`src/rtl/clasificador_vc.sv`:
```
// clasificador_vc: ingress VC classifier.
// Buffers upstream words in a small FIFO and steers the head word to the VC0 or
// VC1 FIFO according to its class bit (MSB), honouring per-VC almost-full.
// Ports:
//   clk, reset (sync, active-high)
//   in_push/in_data           : upstream word stream (in_data[BW-1] = class)
//   VC0_almost_full/VC1_...   : downstream back-pressure
//   VC0_push/VC0_data, VC1_push/VC1_data : registered writes to the VC FIFOs
//   in_pause                  : registered pause request to upstream
//   state                     : 00 IDLE, 01 ACTIVE, 10 ERROR
//   cnt_vc0/cnt_vc1           : wrapping counts of words delivered per VC
//
// state  | meaning
// IDLE   | internal FIFO empty, no error
// ACTIVE | internal FIFO holds at least one word
// ERROR  | a word was dropped; frozen until reset
module clasificador_vc #(
  parameter int BW       = 6,
  parameter int DEPTH    = 4,
  parameter int PAUSE_TH = 3,
  parameter int CNT_W    = 8
) (
  input  logic             clk,
  input  logic             reset,
  input  logic             in_push,
  input  logic [BW-1:0]    in_data,
  input  logic             VC0_almost_full,
  input  logic             VC1_almost_full,
  output logic             VC0_push,
  output logic [BW-1:0]    VC0_data,
  output logic             VC1_push,
  output logic [BW-1:0]    VC1_data,
  output logic             in_pause,
  output logic [1:0]       state,
  output logic [CNT_W-1:0] cnt_vc0,
  output logic [CNT_W-1:0] cnt_vc1
);

  localparam int AW = (DEPTH > 1) ? $clog2(DEPTH) : 1;

  typedef enum logic [1:0] {
    IDLE   = 2'b00,
    ACTIVE = 2'b01,
    ERROR  = 2'b10
  } state_t;

  state_t          state_q, state_d;
  logic [BW-1:0]   mem [DEPTH];
  logic [AW-1:0]   rd_ptr, wr_ptr;
  logic [AW:0]     occ, occ_d;
  logic [BW-1:0]   head;
  logic            head_vc;
  logic            dispatch;
  logic            enq;
  logic            drop;
  logic            full;
  logic            pause_d;

  assign head    = mem[rd_ptr];
  assign head_vc = head[BW-1];
  assign full    = (occ == (AW+1)'(DEPTH));
  assign state   = state_q;

  always_comb begin
    dispatch = 1'b0;
    enq      = 1'b0;
    drop     = 1'b0;
    occ_d    = occ;
    state_d  = state_q;
    pause_d  = 1'b0;
    if (state_q != ERROR) begin
      // Head-of-line: only the head's own VC back-pressure matters.
      dispatch = (occ != '0) && !(head_vc ? VC1_almost_full : VC0_almost_full);
      // A full FIFO still accepts when the head leaves in the same cycle.
      enq      = in_push && (!full || dispatch);
      drop     = in_push && full && !dispatch;
    end
    case ({enq, dispatch})
      2'b10:   occ_d = occ + 1'b1;
      2'b01:   occ_d = occ - 1'b1;
      default: occ_d = occ;
    endcase
    if (drop || state_q == ERROR)
      state_d = ERROR;
    else if (occ_d != '0)
      state_d = ACTIVE;
    else
      state_d = IDLE;
    pause_d = (state_d == ERROR) || (occ_d >= (AW+1)'(PAUSE_TH));
  end

  always_ff @(posedge clk) begin
    if (reset) begin
      state_q  <= IDLE;
      rd_ptr   <= '0;
      wr_ptr   <= '0;
      occ      <= '0;
      VC0_push <= 1'b0;
      VC0_data <= '0;
      VC1_push <= 1'b0;
      VC1_data <= '0;
      in_pause <= 1'b0;
      cnt_vc0  <= '0;
      cnt_vc1  <= '0;
    end else begin
      state_q  <= state_d;
      occ      <= occ_d;
      in_pause <= pause_d;
      VC0_push <= dispatch && !head_vc;
      VC0_data <= (dispatch && !head_vc) ? head : '0;
      VC1_push <= dispatch && head_vc;
      VC1_data <= (dispatch && head_vc) ? head : '0;
      if (dispatch) begin
        rd_ptr <= rd_ptr + 1'b1;
        if (head_vc) cnt_vc1 <= cnt_vc1 + 1'b1;
        else         cnt_vc0 <= cnt_vc0 + 1'b1;
      end
      if (enq) wr_ptr <= wr_ptr + 1'b1;
    end
  end

  // Storage needs no reset: pointers and occupancy define what is valid.
  always_ff @(posedge clk) begin
    if (!reset && enq) mem[wr_ptr] <= in_data;
  end

endmodule
```
`config.mk`:
```
export PLATFORM = sky130hd
export DESIGN_NAME = clasificador_vc
export DESIGN_NICKNAME = d
export VERILOG_FILES = /design/src/rtl/clasificador_vc.sv
export SDC_FILE = /design/constraint.sdc
export NUM_CORES = 1
export LEC_CHECK = 0
export ABC_CLOCK_PERIOD_IN_PS = 5900
export CORE_MARGIN = 2
export CORE_UTILIZATION = 56
export CTS_CLUSTER_SIZE = 30
export DETAILED_ROUTE_END_ITERATION = 7
export GPL_ROUTABILITY_DRIVEN = 1
export PLACE_DENSITY = 0.81
export SYNTH_ARGS = -nofsm -noshare
export SYNTH_HDL_FRONTEND = slang
export SYNTH_SLANG_ARGS = --single-unit
```
`constraint.sdc`:
```
create_clock -name clk -period 5.9 [get_ports clk]
set_input_delay 1.18 -clock clk [delete_from_list [all_inputs] [get_ports clk]]
set_output_delay 1.18 -clock clk [all_outputs]
set_load 0.02 [all_outputs]
```
# Yosys cells after proc, flatten, opt, wreduce, memory -nomap -nowiden
# Memory sizes are Yosys's and may differ from the RTL's. A register that Yosys moved wholly into a read port is not among the register bits.
# Cells that the tools add are included.
word_totals:
  mem_count: 1
  output_inout_bits: 33
  regBits: 40
  inputBits: 11
  elab_cells: 60
  ram_bits: 24
memory_table:
  columns: ["memory", "depth", "word_bits", "rd", "rd_clocked_by_memory_dff", "write_ports", "line_no", "text"]
  rows:
  - ["mem", 4, 6, 1, 1, 1, "48", "logic [BW-1:0] mem [DEPTH];"]
op_classes:
  magnitude_cmp: 1
  muxes: 11
  add_sub_neg: 6
  n_reduce_logical: 21
  eq_ne: 6
  n_bitwise: 3
ops:
  columns: ["operator", "n"]
  rows:
  - ["$add A8 B1 Y8 const B", 2]
  - ["$logic_and A1 B1 Y1", 7]
  - ["$mux W1", 7]
  - ["$eq A2 B2 Y1 const B", 3]
  - ["$mux W2", 3]
  - ["$pmux W3 S2", 1]
  - ["$reduce_bool A3 Y1", 2]
  - ["$logic_not A1 Y1", 5]
  - ["$add A2 B1 Y2 const B", 2]
  - ["$reduce_and A2 Y1", 2]
  - ["$reduce_or A2 Y1", 2]
  - ["$add A3 B1 Y3 const B", 1]
  - ["$eq A3 B3 Y1 const B", 1]
  - ["$ge A3 B2 Y1 const B", 1]
  - ["$logic_or A1 B1 Y1", 3]
  - ["$not A1 Y1", 3]
  - ["$sub A3 B1 Y3 const B", 1]
  - ["$eq A2 B1 Y1 const B", 1]
  - ["$ne A2 B2 Y1 const B", 1]

# Depth between registers and ports, before layout
# Gate-level depths: netlist of run 1.
logic_depth:
  ltp_word: 13
  mapped_depth: 10
  mapped_depth_nobuf: 9

# Least setup slack after synthesis of run 1
# OpenSTA, ideal clock, no wires.
synth_path:
  path_kind: "in2reg"
  from: "input port VC1_almost_full"
  to: "register in_pause"
  slack_ps: 2825
  t_required_ps: 5768
  setup_time_ps: 132
  path_buffers: 0
  arrival_ps: 2943
  path_stages: 8
  cell_sequence: "mux2_2 > a21bo_2 > ha_1 > fa_1 > xnor2_1 > o211a_1 > nor3_1 > o21ai_0"
synth_between:
  elab_chain_len: 13
  word_cells_on_any_way: 20
  cone_classes: "order compare: 1; eq/ne: 3; mux: 7; reduce/logical: 9"
synth_lines:
  columns: ["item", "line_no", "text"]
  rows:
  - ["start: declaration", "28", "input logic VC1_almost_full,"]
  - ["$mux W1 (*)", "73", "dispatch = (occ != '0) && !(head_vc ? VC1_almost_full : VC0_almost_full);"]
  - ["$logic_not A1 Y1 (*)", "73", null]
  - ["$logic_and A1 B1 Y1 (*)", "73", null]
  - ["$logic_or A1 B1 Y1", "75", "enq = in_push && (!full || dispatch);"]
  - ["$logic_and A1 B1 Y1", "75", null]
  - ["$mux W1", "71", "if (state_q != ERROR) begin"]
  - ["$eq A2 B1 Y1 or $eq A2 B2 Y1 (tied branches)", "78", "case ({enq, dispatch})"]
  - ["$pmux W3 S2", "78", null]
  - ["$reduce_bool A3 Y1", "85", "else if (occ_d != '0)"]
  - ["$mux W1", "85", null]
  - ["$mux W2", "83", "if (drop || state_q == ERROR)"]
  - ["$eq A2 B2 Y1", "89", "pause_d = (state_d == ERROR) || (occ_d >= (AW+1)'(PAUSE_TH));"]
  - ["$logic_or A1 B1 Y1 (*)", "89", null]
  - ["end signal: assignment", "108", "in_pause <= pause_d;"]
  - ["end: declaration", "33", "output logic in_pause,"]
# Every way passes the cells marked *; elsewhere a longest branch is shown, timed or not.
# A chain may end at the register's enable or synchronous reset.

# Worst setup path after layout of run 1
layout_path:
  from: "input port VC0_almost_full"
  to: "register in_pause"
layout_between:
  elab_chain_len: 13
  word_cells_on_any_way: 20
  cone_classes: "order compare: 1; eq/ne: 3; mux: 7; reduce/logical: 9"
layout_lines:
  columns: ["item", "line_no", "text"]
  rows:
  - ["start: declaration", "27", "input logic VC0_almost_full,"]
  - ["$mux W1 (*)", "73", null]
  - ["$logic_not A1 Y1 (*)", "73", null]
  - ["$logic_and A1 B1 Y1 (*)", "73", null]
  - ["$logic_or A1 B1 Y1", "75", null]
  - ["$logic_and A1 B1 Y1", "75", null]
  - ["$mux W1", "71", null]
  - ["$eq A2 B1 Y1 or $eq A2 B2 Y1 (tied branches)", "78", null]
  - ["$pmux W3 S2", "78", null]
  - ["$reduce_bool A3 Y1", "85", null]
  - ["$mux W1", "85", null]
  - ["$mux W2", "83", null]
  - ["$eq A2 B2 Y1", "89", null]
  - ["$logic_or A1 B1 Y1 (*)", "89", null]
# Marks and branches as above.

==> run metrics, run 1 <==
maximum fanout along the worst path=8; All-Layer GR Usage=20.2%; Hold WC Path Type=flip-flop to flip-flop; Fill cells=346; R2R cell count=9; largest net degree at the start of global routing=41; sequential share of the synthesized area=58.8%; H-tree levels=3; post-CTS setup buffer count=0; worst slew pin tran=1.07 ns; setup tns final=0 ns; sw frac=30.5%; fin. max-slew vios=0; CP peak stage delay=0.46 ns; clk slew on worst S/H paths=0.07 ns; hpwl dp=3410 um; worst-path cell chain=clkdlybuf4s50_1, mux2_2, a21bo_2, ha_1, fa_1, xnor2_1, o211a_1, nor3_1, o21ai_0; CP Data Required Time=6.11 ns; CTS Hold Buffers Added=0; post-synthesis cell type count=43; critical path class=primary input to flip-flop; DR WL/cell=15.0 um; critical path's slowest cell=clkdlybuf4s50_1; first-pass GRT wire length=7850 um; synthesis-stage register bit count=66; Lkg Pwr=1.17 nW; antenna violations before repair=0; vias in the first global route=1647; drt first pass iters=4; Synth area leaders=dfxtp_1 (32%), edfxtp_1 (27%), mux4_2 (5.1%), ha_1 (3.3%), a21oi_1 (2.6%); crit path buf inv count=1; status=finished clean; Critical Path Start Type=primary input; Worst Hold Path Cells=2; Core Area=0.00466 mm^2; area of the die=0.00531 mm^2; Int Pwr=0.874 mW; Skew-Pair Late Insertion Delay=0.34 ns; fin worst setup slack=2.51 ns; Post-Syn Area=0.00265 mm^2; final period utilization=57.4%; total length of routed wires=4950 um; Achievable Freq=295 MHz; clock group share of total power=29.4%; final net count=290; DR vias=1892; RR Endpoint=in_pause; initial core utilization=56.9%; RSZ-0062 raised after global routing=no; total gr overflow=0; minimum clock period=3.39 ns; area of the multi-input gates=0.00103 mm^2; Syn Area/Cell=11.8 um^2; DRC errors left=0; placed cell areas=0.00312 mm^2; flop-to-flop setup slack=2.58 ns; # diodes=0; sequential cell area=0.00156 mm^2; post-synth top area share=31.7%; Most used DFF post-synth=dfxtp_1; Commonest cells post-synth=dfxtp_1 (42), edfxtp_1 (24), nor2_1 (17), a21oi_1 (14), or3_1 (10); ANT nets after route=0; row count=25; Synth Warn #=0; cts repair resizes=0; crit end category=flip-flop; Hold Startpoint=cnt_vc1[7]; cell family with most CP delay=adder cells; Die Wd=72.8 um; combinational share of power=25.0%; clock tree buffer depth=2; Cell Pwr Density=380 mW/mm^2; Max Cap Viol=0; Fin. Hold Viols=0; Post-Syn Nets=243; Peak VDD IR=0.279 mV; GPL Wtd Cong=0.797; ys async rst share=0%; CP arrival=3.60 ns; post-route cell area=0.00331 mm^2; drt first-iter violations=163; most common cell in the netlist=dfxtp_1; total power=1.26 mW; TritonCTS clock tree=built; CTS Buf Count=9; Ports=44; Die Span Y=72.8 um; Place WS=2.17 ns; WHS Endpoint=cnt_vc1[7]; layout cell share with drive strength beyond 1=10.1%; switching component of the power=0.384 mW; Port-buffer cells=43; final setup fails=0; Post-Syn Instances=224; clk sinks=66; Post-synth EDFFs=24; dominant cell type by area after synthesis=dfxtp_1; Area Growth Syn to Fin=24.9%; Clk Tree Root Cell=clkbuf_8; Sequential Power Share=45.7%; final setup skew=0.00555 ns; via density per instance=5.73; Worst slew margin=28.4%
## sequential cells by signal, summed over array words and instances, names as in the netlist, 2 cells and up, named ones only
signal and cells:
mem 24, cnt_vc0 8, cnt_vc1 8, VC0_data 6, VC1_data 6, occ 3, rd_ptr 2, state 2
wr_ptr 2
## cell families (layout without fill, tap and decap cells)
kind of cell,count (synthesis),in the layout,synth area share (%)
AO/OA/AOI/OAI,33,33,7.54
flip-flops,66,66,58.8
adder cells (fa/ha/maj),8,8,4.05
buffers and inverters,14,66,2.31
other,1,1,0.141
XOR/XNOR,6,6,1.98
AND/OR/NAND/NOR,84,84,17.6
multiplexers,12,12,7.50
## stage by stage
step | hold WS [ns] | std cells | utilization [%]
2_1_floorplan | 0.493 | 224 | -
3_3_place_gp | 0.463 | 314 | 67.0
3_5_place_dp | 0.465 | 314 | 67.0
4_1_cts | 0.482 | 330 | 71.1
5_1_grt | 0.514 | 330 | 71.1
6_report | 0.484 | 330 | 71.1
## how the worst max path moves through the flow
stage | start | endpoint | slack, ns | cells past startpoint
2_1_floorplan | VC1_almost_full | in_pause | 2.83 | 8
3_3_place_gp | VC0_almost_full | in_pause | 2.23 | 9
3_5_place_dp | VC0_almost_full | in_pause | 2.17 | 9
4_1_cts | VC0_almost_full | in_pause | 2.54 | 9
5_1_grt | VC0_almost_full | in_pause | 2.38 | 9
6_report | VC0_almost_full | in_pause | 2.51 | 9
## power groups by stage
stage	sequential, mW	combinational (mW)	clock, mW
final	0.574	0.314	0.369
after CTS	0.575	0.315	0.375
after global placement	0.582	0.302	0
after global routing	0.584	0.348	0.393
after detailed placement	0.585	0.312	0
after floorplan	0.591	0.212	0
## tightest hold or removal path: cells and delay by family (launching register included)
family,cells,cell delay (ns)
flops,1,0.32
compound gates,2,0.11
## area by class of cell
cell class	instances	share of cell area, %
clock buffer	10	4.15
clock inverter	6	1.70
inverter	6	0.680
multi-input combinational	144	31.1
sequential	66	47.1
tap	54	2.04
timing repair buffer	44	13.2
## cell usage in the layout (no fill, tap or decap), types with 2 or more instances in the layout
cell / Yosys / routed
mux2i_1: 3 / 3
dfxtp_1: 42 / 42
nor2_1: 17 / 17
xor2_1: 3 / 3
edfxtp_1: 24 / 24
and3_1: 5 / 5
nor4_1: 3 / 3
o21ai_0: 9 / 9
o31ai_1: 2 / 2
mux4_2: 6 / 6
mux2_2: 3 / 3
nor3b_1: 6 / 6
ha_1: 7 / 7
nor3_1: 5 / 5
nand2_1: 9 / 9
xnor2_1: 3 / 3
clkbuf_8: 0 / 10
or3_1: 10 / 10
a21oi_1: 14 / 14
clkdlybuf4s50_1: 0 / 43
or4_1: 3 / 3
clkinv_2: 0 / 3
inv_1: 6 / 6
and2_1: 6 / 6
nand4_1: 2 / 2
nor2b_1: 4 / 4
nand4b_1: 2 / 2
nand3_1: 8 / 8
## layer usage
metal	up-vias	share of wire [%]	GRT usage [%]
met5	-	0	0
met4	0	3.4	13.6
met3	15	3.9	4.83
met2	50	48	31.0
met1	908	45	25.4
li1	919	-	-
Power figures use the tool's default switching activity.
==> run 2: changes to the inputs <==
- ABC_CLOCK_PERIOD_IN_PS: 5900 -> 3060
- CORE_UTILIZATION: 56 -> 47
- PLACE_DENSITY: 0.81 -> 0.73
- clock period: 5.9 -> 3.06 ns (I/O delays scaled with it)
==> run 2 against run 1 <==
Compared with the run above:
- design area is 2.9% higher
- die area rose by 18%
- critical path type is now flip-flop to flip-flop
- utilization fell by 8.8 points
- largest power group unchanged
==> run metrics, run 2 (synthesis gave the netlist of run 1 again) <==
Port-buffer cells=43; largest net degree at the start of global routing=21; worst hold slack=0.487 ns; Achievable Freq=357 MHz; placed cell areas=0.00323 mm^2; Lkg Pwr=1.22 nW; DR vias=1857; GPL Wtd Cong=0.751; clk slew on worst S/H paths=0.07 ns; fin. max-slew vios=0; sw frac=31.3%; Biggest register=mem; setup tns final=0 ns; Hold WC Path Type=flip-flop to flip-flop; cts repair resizes=0; final net count=302; Fin. Hold Viols=0; worst slew pin tran=0.624 ns; Critical Path Start Type=flip-flop; CTS Hold Buffers Added=0; CTS Buf Count=9; crit end category=flip-flop; Max Cap Viol=0; critical path class=flip-flop to flip-flop; final setup skew=0.00799 ns; drt first pass iters=4; # diodes=0; final setup fails=0; first-pass GRT wire length=8050 um; Die Wd=79.1 um; antenna violations before repair=0; switching component of the power=0.746 mW; Peak VDD IR=0.369 mV; TritonCTS clock tree=built; Placed Cells=344; vias in the first global route=1709; post-route cell area=0.00341 mm^2; total power=2.39 mW; hpwl dp=3450 um; area of the die=0.00626 mm^2; Sequential Power Share=45.8%; Int Pwr=1.64 mW; final period utilization=91.6%; Final Non-Filler Cells=360; ANT nets after route=0; clock group share of total power=26.8%; CP Data Required Time=3.28 ns; All-Layer GR Usage=16.8%; clock tree buffer depth=2; layout cell share with drive strength beyond 1=14.2%; post-CTS setup buffer count=0; RSZ-0062 raised after global routing=no; CP arrival=3.02 ns; commonest non-fill, non-tap cell in the layout=clkdlybuf4s50_1; minimum clock period=2.80 ns; most frequent cells in the layout=clkdlybuf4s50_1 (43), dfxtp_1 (42), edfxtp_1 (24); Area Growth Syn to Fin=28.6%; drt first-iter violations=139; total length of routed wires=4850 um; Regs by FF count=mem: 24 flops, cnt_vc0: 8 flops, cnt_vc1: 8 flops; Skew-Pair Late Insertion Delay=0.33 ns; Die Span Y=79.1 um; Clk Tree Root Cell=clkbuf_8; Cell Pwr Density=699 mW/mm^2; DRC errors left=0; fin worst setup slack=0.258 ns; Place WS=0.0255 ns; final core utilization=62.3%; clk sinks=66; H-tree levels=3; DR WL/cell=13.5 um; Core Area=0.00547 mm^2; maximum fanout along the worst path=5; row count=27; combinational share of power=27.4%; max reg flops=24; Worst slew margin=58.0%; initial core utilization=48.5%; via density per instance=5.16; status=finished clean; Ports=44; Fill cells=450; total gr overflow=0
[run 2: path summary, 6_finish.rpt]
check | startpoint | to | slack (ns) | cells past startpoint
setup / recovery | flip-flop | in_pause | 0.26 | 9
hold / removal | cnt_vc0[7] | cnt_vc0[7] | 0.49 | 2
setup reg to reg | flip-flop | in_pause | 0.26 | 9
hold reg to reg | cnt_vc0[7] | cnt_vc0[7] | 0.49 | 2
[run 2: power by group through the flow]
stage	Clock, mW	Combinational, mW	Sequential [mW]
floorplan	0	0.409	1.14
global placement	0	0.642	1.11
detailed placement	0	0.650	1.11
CTS	0.657	0.657	1.09
global route	0.706	0.727	1.11
finish	0.639	0.654	1.09
[run 2: area by class of cell]
type	instances	area (um^2)	area share (%)
Multi-Input combinational cell	144	1030	30.2
Tap cell	72	90.1	2.64
Timing Repair Buffer	56	528	15.5
Clock buffer	10	138	4.03
Sequential cell	66	1560	45.8
Inverter	6	22.5	0.660
Clock inverter	6	41.3	1.21
[run 2: critical path: stages (launching register included)]
cell and delay [ns]:
dfxtp_1 0.35, mux4_2 0.52, mux2_2 0.31, a21bo_2 0.23, ha_1 0.24, fa_1 0.38
xnor2_1 0.17, o211a_1 0.24, nor3_1 0.16, o21ai_0 0.09
[run 2: per-layer routing]
layer  vias up  routed length, um  track usage, %
met2        38               2280            25.7
met4         0                 29            5.69
met1       878               2350            23.1
met3         4                184            4.77
li1        937                  -               -
met5         -                  0               0
